`src/rtl/float_pkg.sv`:
```
// Shared IEEE-754 single-precision helpers for the fixed/screen-to-float stages.
package float_pkg;

  typedef struct packed {
    logic       sign;
    logic [7:0] exp;
    logic [22:0] mant;
  } fp32_t;

  localparam int unsigned FP32_BIAS = 127;
  localparam logic [31:0] FP32_ONE  = 32'h3F80_0000;
  localparam logic [31:0] FP32_ZERO = 32'h0000_0000;

  typedef enum logic [2:0] {
    StIdle,
    StPrep,
    StDiv,
    StRound,
    StOut
  } state_e;

endpackage

```
`src/rtl/screen_to_float_map_if.sv`:
```
// Input and result handshake bundle for screen_to_float_map.
interface screen_to_float_map_if #(
  parameter int unsigned IN_WIDTH = 32
);
  logic                valid_in;
  logic                ready_out;
  logic [IN_WIDTH-1:0] input_integer;
  logic                data_valid_out;
  logic                data_ready_in;
  logic [31:0]         output_float;
  logic                sat_out;

  modport slave (
    input  valid_in,
    input  input_integer,
    input  data_ready_in,
    output ready_out,
    output data_valid_out,
    output output_float,
    output sat_out
  );

  modport master (
    output valid_in,
    output input_integer,
    output data_ready_in,
    input  ready_out,
    input  data_valid_out,
    input  output_float,
    input  sat_out
  );
endinterface

```
`src/rtl/restoring_divider.sv`:
```
// Iterative restoring divider producing QBITS quotient bits, one per cycle, plus a sticky flag.
module restoring_divider #(
  parameter int unsigned NUM_W = 10,
  parameter int unsigned DEN_W = 10,
  parameter int unsigned QBITS = 25
) (
  input  logic             clk_in,
  input  logic             rst_in,
  input  logic             start_i,
  input  logic [NUM_W-1:0] num_i,
  input  logic [DEN_W-1:0] den_i,
  output logic             done_o,
  output logic [QBITS-1:0] quot_o,
  output logic             sticky_o
);
  localparam int unsigned CW = $clog2(QBITS);

  logic [NUM_W-1:0] rem_q, rem_d, den_ext, rem_sub;
  logic [QBITS-1:0] quot_q, quot_d;
  logic [CW-1:0]    cnt_q, cnt_d;
  logic             busy_q, busy_d;
  logic             q_bit;

  assign den_ext = NUM_W'(den_i);
  assign q_bit   = (rem_q >= den_ext);
  assign rem_sub = q_bit ? (rem_q - den_ext) : rem_q;

  // High in the cycle whose closing edge produces the final quotient bit.
  assign done_o   = busy_q && (cnt_q == CW'(QBITS - 1));
  assign quot_o   = quot_q;
  assign sticky_o = |rem_q;

  always_comb begin
    rem_d  = rem_q;
    quot_d = quot_q;
    cnt_d  = cnt_q;
    busy_d = busy_q;
    if (start_i) begin
      rem_d  = num_i;
      quot_d = '0;
      cnt_d  = '0;
      busy_d = 1'b1;
    end else if (busy_q) begin
      rem_d  = rem_sub << 1;
      quot_d = {quot_q[QBITS-2:0], q_bit};
      cnt_d  = cnt_q + 1'b1;
      if (done_o) busy_d = 1'b0;
    end
  end

  always_ff @(posedge clk_in or posedge rst_in) begin
    if (rst_in) begin
      rem_q  <= '0;
      quot_q <= '0;
      cnt_q  <= '0;
      busy_q <= 1'b0;
    end else begin
      rem_q  <= rem_d;
      quot_q <= quot_d;
      cnt_q  <= cnt_d;
      busy_q <= busy_d;
    end
  end

endmodule

```
`src/rtl/screen_to_float_map.sv`:
```
// Maps an unsigned screen/angle coordinate x in [0, 2*HALF_RANGE] to fp32 (x - HALF_RANGE)/HALF_RANGE.
module screen_to_float_map
  import float_pkg::*;
#(
  parameter int unsigned IN_WIDTH   = 32,
  parameter int unsigned HALF_RANGE = 180
) (
  input  logic                  clk_in,
  input  logic                  rst_in,
  screen_to_float_map_if.slave  bus
);
  localparam int unsigned RW   = $clog2(2 * HALF_RANGE) + 1;
  localparam int unsigned KMAX = $clog2(HALF_RANGE);
  localparam int unsigned SW   = RW + KMAX;
  localparam logic [IN_WIDTH-1:0] TwoH = IN_WIDTH'(2 * HALF_RANGE);
  localparam logic [IN_WIDTH-1:0] Half = IN_WIDTH'(HALF_RANGE);

  state_e              state_q, state_d;
  logic [IN_WIDTH-1:0] x_q, x_d;
  logic                sign_q, sign_d;
  logic [7:0]          exp_q, exp_d;
  logic                sat_pend_q, sat_pend_d;
  logic                ready_q, ready_d;
  logic                dv_q, dv_d;
  fp32_t               out_q, out_d;
  logic                sat_q, sat_d;

  logic [IN_WIDTH-1:0] x_clamp, mag;
  logic                sat, neg;
  logic [SW-1:0]       mag_s;
  logic [7:0]          k;
  logic [RW-1:0]       rem_load;
  logic                div_start, div_done, div_sticky;
  logic [24:0]         quot;
  logic                rnd_up;
  logic [24:0]         mant_r;
  fp32_t               res_round;
  logic                unused_mant_msb;

  // PREP datapath: clamp, signed offset, and normalising shift search.
  always_comb begin
    sat     = (x_q > TwoH);
    x_clamp = sat ? TwoH : x_q;
    neg     = (x_clamp < Half);
    mag     = neg ? (Half - x_clamp) : (x_clamp - Half);
    mag_s   = SW'(mag[RW-1:0]);
    k       = '0;
    // Descending scan so the smallest qualifying shift wins.
    for (int i = int'(KMAX); i >= 1; i--) begin
      if ((mag_s << i) >= SW'(HALF_RANGE)) k = 8'(i);
    end
    rem_load = RW'(mag_s << k);
  end

  restoring_divider #(
    .NUM_W (RW),
    .DEN_W (RW),
    .QBITS (25)
  ) u_div (
    .clk_in   (clk_in),
    .rst_in   (rst_in),
    .start_i  (div_start),
    .num_i    (rem_load),
    .den_i    (RW'(HALF_RANGE)),
    .done_o   (div_done),
    .quot_o   (quot),
    .sticky_o (div_sticky)
  );

  // Round-to-nearest-even on the 24-bit mantissa with guard bit and remainder sticky.
  always_comb begin
    rnd_up          = quot[0] && (div_sticky || quot[1]);
    mant_r          = {1'b0, quot[24:1]} + 25'(rnd_up);
    res_round.sign  = sign_q;
    res_round.exp   = exp_q + 8'(mant_r[24]);
    res_round.mant  = mant_r[22:0];
    unused_mant_msb = mant_r[23];
  end

  always_comb begin
    state_d    = state_q;
    x_d        = x_q;
    sign_d     = sign_q;
    exp_d      = exp_q;
    sat_pend_d = sat_pend_q;
    ready_d    = ready_q;
    dv_d       = dv_q;
    out_d      = out_q;
    sat_d      = sat_q;
    div_start  = 1'b0;
    case (state_q)
      StIdle: begin
        if (bus.valid_in) begin
          x_d     = bus.input_integer;
          ready_d = 1'b0;
          state_d = StPrep;
        end
      end
      StPrep: begin
        sat_pend_d = sat;
        sign_d     = neg;
        if (mag == '0) begin
          out_d   = FP32_ZERO;
          sat_d   = sat;
          dv_d    = 1'b1;
          state_d = StOut;
        end else if (mag == Half) begin
          out_d   = {neg, FP32_ONE[30:0]};
          sat_d   = sat;
          dv_d    = 1'b1;
          state_d = StOut;
        end else begin
          exp_d     = 8'(FP32_BIAS) - k;
          div_start = 1'b1;
          state_d   = StDiv;
        end
      end
      StDiv: begin
        if (div_done) state_d = StRound;
      end
      StRound: begin
        out_d   = res_round;
        sat_d   = sat_pend_q;
        dv_d    = 1'b1;
        state_d = StOut;
      end
      StOut: begin
        if (bus.data_ready_in) begin
          dv_d    = 1'b0;
          ready_d = 1'b1;
          state_d = StIdle;
        end
      end
      default: begin
        ready_d = 1'b1;
        dv_d    = 1'b0;
        state_d = StIdle;
      end
    endcase
  end

  always_ff @(posedge clk_in or posedge rst_in) begin
    if (rst_in) begin
      state_q    <= StIdle;
      x_q        <= '0;
      sign_q     <= 1'b0;
      exp_q      <= '0;
      sat_pend_q <= 1'b0;
      ready_q    <= 1'b1;
      dv_q       <= 1'b0;
      out_q      <= '0;
      sat_q      <= 1'b0;
    end else begin
      state_q    <= state_d;
      x_q        <= x_d;
      sign_q     <= sign_d;
      exp_q      <= exp_d;
      sat_pend_q <= sat_pend_d;
      ready_q    <= ready_d;
      dv_q       <= dv_d;
      out_q      <= out_d;
      sat_q      <= sat_d;
    end
  end

  assign bus.ready_out      = ready_q;
  assign bus.data_valid_out = dv_q;
  assign bus.output_float   = out_q;
  assign bus.sat_out        = sat_q;

endmodule

```
`src/flat_wrapper.sv`:
```
// flat-port wrapper written by rule: the top's interface ports become plain ports
module screen_to_float_map_flat import float_pkg::*;
#(
  parameter int unsigned IN_WIDTH   = 32,
  parameter int unsigned HALF_RANGE = 180
)
  (clk_in, rst_in, bus_valid_in, bus_input_integer, bus_data_ready_in, bus_ready_out, bus_data_valid_out, bus_output_float, bus_sat_out);
  screen_to_float_map_if #(.IN_WIDTH(IN_WIDTH)) bus_i ();
  input  logic clk_in;
  input  logic rst_in;
  input wire logic [$bits(bus_i.valid_in)-1:0] bus_valid_in;
  input wire logic [$bits(bus_i.input_integer)-1:0] bus_input_integer;
  input wire logic [$bits(bus_i.data_ready_in)-1:0] bus_data_ready_in;
  output wire logic [$bits(bus_i.ready_out)-1:0] bus_ready_out;
  output wire logic [$bits(bus_i.data_valid_out)-1:0] bus_data_valid_out;
  output wire logic [$bits(bus_i.output_float)-1:0] bus_output_float;
  output wire logic [$bits(bus_i.sat_out)-1:0] bus_sat_out;
  assign bus_i.valid_in = bus_valid_in;
  assign bus_i.input_integer = bus_input_integer;
  assign bus_i.data_ready_in = bus_data_ready_in;
  assign bus_ready_out = bus_i.ready_out;
  assign bus_data_valid_out = bus_i.data_valid_out;
  assign bus_output_float = bus_i.output_float;
  assign bus_sat_out = bus_i.sat_out;
  screen_to_float_map #(.IN_WIDTH(IN_WIDTH), .HALF_RANGE(HALF_RANGE)) u_core (.clk_in(clk_in), .rst_in(rst_in), .bus(bus_i));
endmodule
```
`config.mk`:
```
export PLATFORM = sky130hd
export DESIGN_NAME = screen_to_float_map_flat
export DESIGN_NICKNAME = d
export VERILOG_FILES = /design/src/rtl/float_pkg.sv /design/src/rtl/screen_to_float_map_if.sv /design/src/rtl/restoring_divider.sv /design/src/rtl/screen_to_float_map.sv /design/src/flat_wrapper.sv
export SDC_FILE = /design/constraint.sdc
export NUM_CORES = 1
export LEC_CHECK = 0
export CAP_MARGIN = 20
export CORE_AREA = 2 2 130 132
export CTS_CLUSTER_SIZE = 8
export DETAILED_ROUTE_END_ITERATION = 6
export DIE_AREA = 0 0 132 134
export SLEW_MARGIN = 20
export SYNTH_ARGS = -nofsm -noshare
export SYNTH_HDL_FRONTEND = slang
export SYNTH_SLANG_ARGS = --single-unit
```
`constraint.sdc`:
```
create_clock -name clk_in -period 10.3 [get_ports clk_in]
set_input_delay 1.545 -clock clk_in [delete_from_list [all_inputs] [get_ports clk_in]]
set_output_delay 1.545 -clock clk_in [all_outputs]
set_load 0.01 [all_outputs]
```
==> key figures <==
Detailed routing
  – Drt pass-1 iters: 5
  – Iter 0 DRT Violations: 487
  – DR WL/cell: 17.7 um
  – Post-route ant nets: 0
  – Drt total wl: between 15,000 and 20,000 um
  – # DRC: 0
  – Vias per cell: 5.75
  – Total number of vias: 6,152

Logic synthesis
  – Ys async rst share: 100%
  – Synth warn: 0
  – Sequential-to-total area share from yosys stat: 41.0%
  – Syn_nets: 835
  – Synthesized cell area: 7200 um2
  – Most used flip-flop cell after synthesis: dfrtp_1
  – Synth Instances: 785
  – Syn Area/Cell: 9.17 um2
  – Synthesized flop and latch total: 118
  – Number of synthesized flops with an enable pin: 0
  – Cell variety after synth: 81

Critical path
  – Crit path required time: 10.60 ns
  – WP data arrival: ~6 ns
  – Crit Path Category: reg -> reg
  – Critical path capture point type: flop
  – R2R Setup Slk: between 4 and 5 ns
  – R2R Path End: u_core.bus.output_float[27]
  – Worst-path fanout max: 41
  – Crit start category: flop
  – R2r worst-path depth: 14
  – CP Capture Point: u_core.bus.output_float[27]
  – CP Launch Point: u_core.x_q[6]
  – Worst r2r src: u_core.x_q[6]

Power
  – Switching Share: 33.6%
  – Maximum vdd drop: 144 uV
  – Clock power share: 34.4%
  – Sw power: 0.000596 W
  – Sequential power share: 38.0%
  – Leak: 3.50 nW
  – Power Density: 205 nW/um2
  – Comb pwr share: between 20% and 30%
  – Internal power: 0.00118 W

STA
  – Worst-margin pin slew: about 0.85 ns
  – Final setup fails: 0
  – Fin Clk Skew: ~0.0094 ns
  – Min Tclk post-route: 5.83 ns
  – RSZ-0062 raised after global routing: no
  – Final Slew Violations: 0
  – Fin crit share: 56.6%
  – Fmax: ~170 MHz
  – Setup TNS: 0 ns
  – Rel. slew slack: 43.3%
  – WHS: approximately 0.47 ns
  – Final Hold Violating Endpoints: 0

Finish
  – Share of cells above drive strength 1: approximately 11%
  – P&R area growth vs syn: 20.1%
  – Diode count: 0
  – Layout Nets: around 890
  – Filler cells: about 1,500
  – Fin util: 53.1%
  – Design Area, Final: 8650 um2

Die
  – Top Ports: 71
  – Core ar.: 16,300 um2
  – Die Y: approximately 130 um
  – Full die area: 17,700 um2
  – Initial Util: 44.2%
  – Rows: 47
  – Die width: 132 um

Clock tree
  – Clock sink count: approximately 120
  – Max clock buf depth: 2
  – H-tree lvl count: 4
  – Root Driver: clkbuf_16
  – Post-CTS Resized: 0
  – Setup Buffers After CTS: 0
  – CTS tree: done
  – Clk_lat worst skew: 0.41 ns
  – CTS clk-pin slew, worst paths: 0.06 ns
  – CTS Hold Bufs: 0
  – Cts bufs inserted: 17

Placement
  – Final RePlAce weighted congestion: between 1 and 1.5
  – IO Port Bufs: 70
  – Dpl cell area: 8030 um2
  – DP Wirelength: 13,900 um

Run status
  – Status: complete, no violations

Global route
  – Initial antenna violation count: 1
  – Pin count of the biggest net entering global routing: 64
  – Aggregate global routing overflow: 0
  – GR Util All Layers: between 20% and 30%
  – Vias in the first global route: 5,945
  – First-pass GRT wire length: 31,300 um

Job
  – Max-cap viol count: 0

Worst hold path
  – Min-delay worst type: reg -> reg
## metrics by stage
| step | total power, W | setup slack [ns] | cells |
|---|---|---|---|
| after floorplan | 0.00101 | 5.63 | 785 |
| after global placement | 0.00116 | 4.63 | 1037 |
| after detailed placement | 0.00117 | 4.52 | 1037 |
| after CTS | 0.00178 | 4.49 | 1069 |
| after global routing | 0.00188 | 3.90 | 1069 |
| final | 0.00177 | 4.47 | 1069 |
## worst max-delay path: stages, from the launching register on
cell	delay [ns]
dfrtp_1	0.63
and4_1	0.34
a211o_1	0.39
nor3_1	0.34
ha_1	0.54
and4b_1	0.29
nor2_2	0.28
nand3_1	0.44
mux2_2	0.42
nand3_1	0.08
nor4_1	0.36
or2_0	0.71
nand2_1	0.19
buf_4	0.30
a221o_1	0.38
## cell type report
class / instances / area, um2 / area share [%]
Inverter: 14 / 55.1 / 0.637
Timing Repair Buffer: 77 / 753 / 8.71
Multi-Input combinational cell: 608 / 3990 / 46.2
Clock buffer: 20 / 467 / 5.40
Sequential cell: 118 / 2960 / 34.2
Tap cell: 220 / 275 / 3.18
Clock inverter: 12 / 150 / 1.74
## cells in the mapped netlist (all sizes together), types with 17 or more instances
cell      n  share of area [%]
a21oi    26                1.8
clkbuf   27                1.4
buf      18                1.4
dfrtp   117                 41
nor2     77                4.1
nand3    23                1.6
nor3     19                1.5
xor2     23                2.8
o21ai    66                4.6
nand2    96                5.0
mux2i    32                4.5
mux2     32                5.1
nand4    17                1.5
## power groups by stage
stage	clock (W)	combinational [W]	sequential, W
after floorplan	0	0.000388	0.000621
after global placement	0	0.000484	0.000672
after detailed placement	0	0.000487	0.000681
after CTS	0.000622	0.000488	0.000673
after global routing	0.000650	0.000540	0.000693
final	0.000611	0.000490	0.000674
## flip-flops by register name (all words and copies together) (netlist names)
signal / count
u_core.bus.data_valid_out: 1
u_core.bus.sat_out: 1
u_core.u_div.busy_q: 1
u_core.bus.ready_out: 1
u_core.state_q: 3
u_core.u_div.quot_o: 25
u_core.u_div.cnt_q: 5
u_core.sat_pend_q: 1
u_core.exp_q: 5
u_core.bus.output_float: 32
u_core.sign_q: 1
u_core.x_q: 32
u_core.u_div.rem_q: 10
## cell usage in the layout (no fill, tap or decap), types with 4 or more instances in the layout
cell type and instances:
nor4_1 12, buf_4 7, o22ai_1 6, and3_1 13
and4_1 6, mux2_2 31, a211oi_1 4, xor2_1 23
o211ai_1 7, a21o_1 4, o31ai_1 5, a31oi_1 10
a21oi_1 26, o21ai_0 64, nor3_1 18, clkbuf_16 17
clkdlybuf4s50_1 70, o31a_1 4, xnor2_1 11, nand3_1 23
nand2b_1 5, dfrtp_1 116, ha_1 14, nor2_2 4
nand4_1 17, clkinv_2 4, or3_1 6, inv_1 13
and2_1 10, nor2_1 73, mux2i_1 31, nand3b_1 5
o21a_1 4, nand2_1 95, nor2b_1 7
## how the worst min path moves through the flow
stage | start | end | slack (ns) | cells past startpoint
after floorplan | u_core.sat_pend_q | u_core.sat_pend_q | 0.45 | 2
after global placement | u_core.bus.ready_out | u_core.bus.ready_out | 0.45 | 2
after detailed placement | u_core.bus.ready_out | u_core.bus.ready_out | 0.46 | 2
after CTS | u_core.bus.ready_out | u_core.bus.ready_out | 0.47 | 2
after global routing | u_core.bus.ready_out | u_core.bus.ready_out | 0.48 | 2
final | u_core.bus.ready_out | u_core.bus.ready_out | 0.47 | 2
## cell families after synthesis
group / after synthesis / synth area share, %
AOI/OAI and AO/OA: 182 / 17.5
xor gates and xnor gates: 34 / 4.14
adders and majority gates: 14 / 2.43
buffers and inverters: 59 / 3.58
DFF: 118 / 41.0
muxes: 64 / 9.56
and+or+nand+nor: 314 / 21.7
## layer usage
layer  vias up  GRT usage, %  part of all wire (%)
li1       2966             -                     -
met1      2955          30.0                    45
met2       190          34.7                    47
met3        39          5.03                   5.3
met4         2          8.09                   2.5
met5         -             0                 0.058
(Power assumes the default switching activity.)
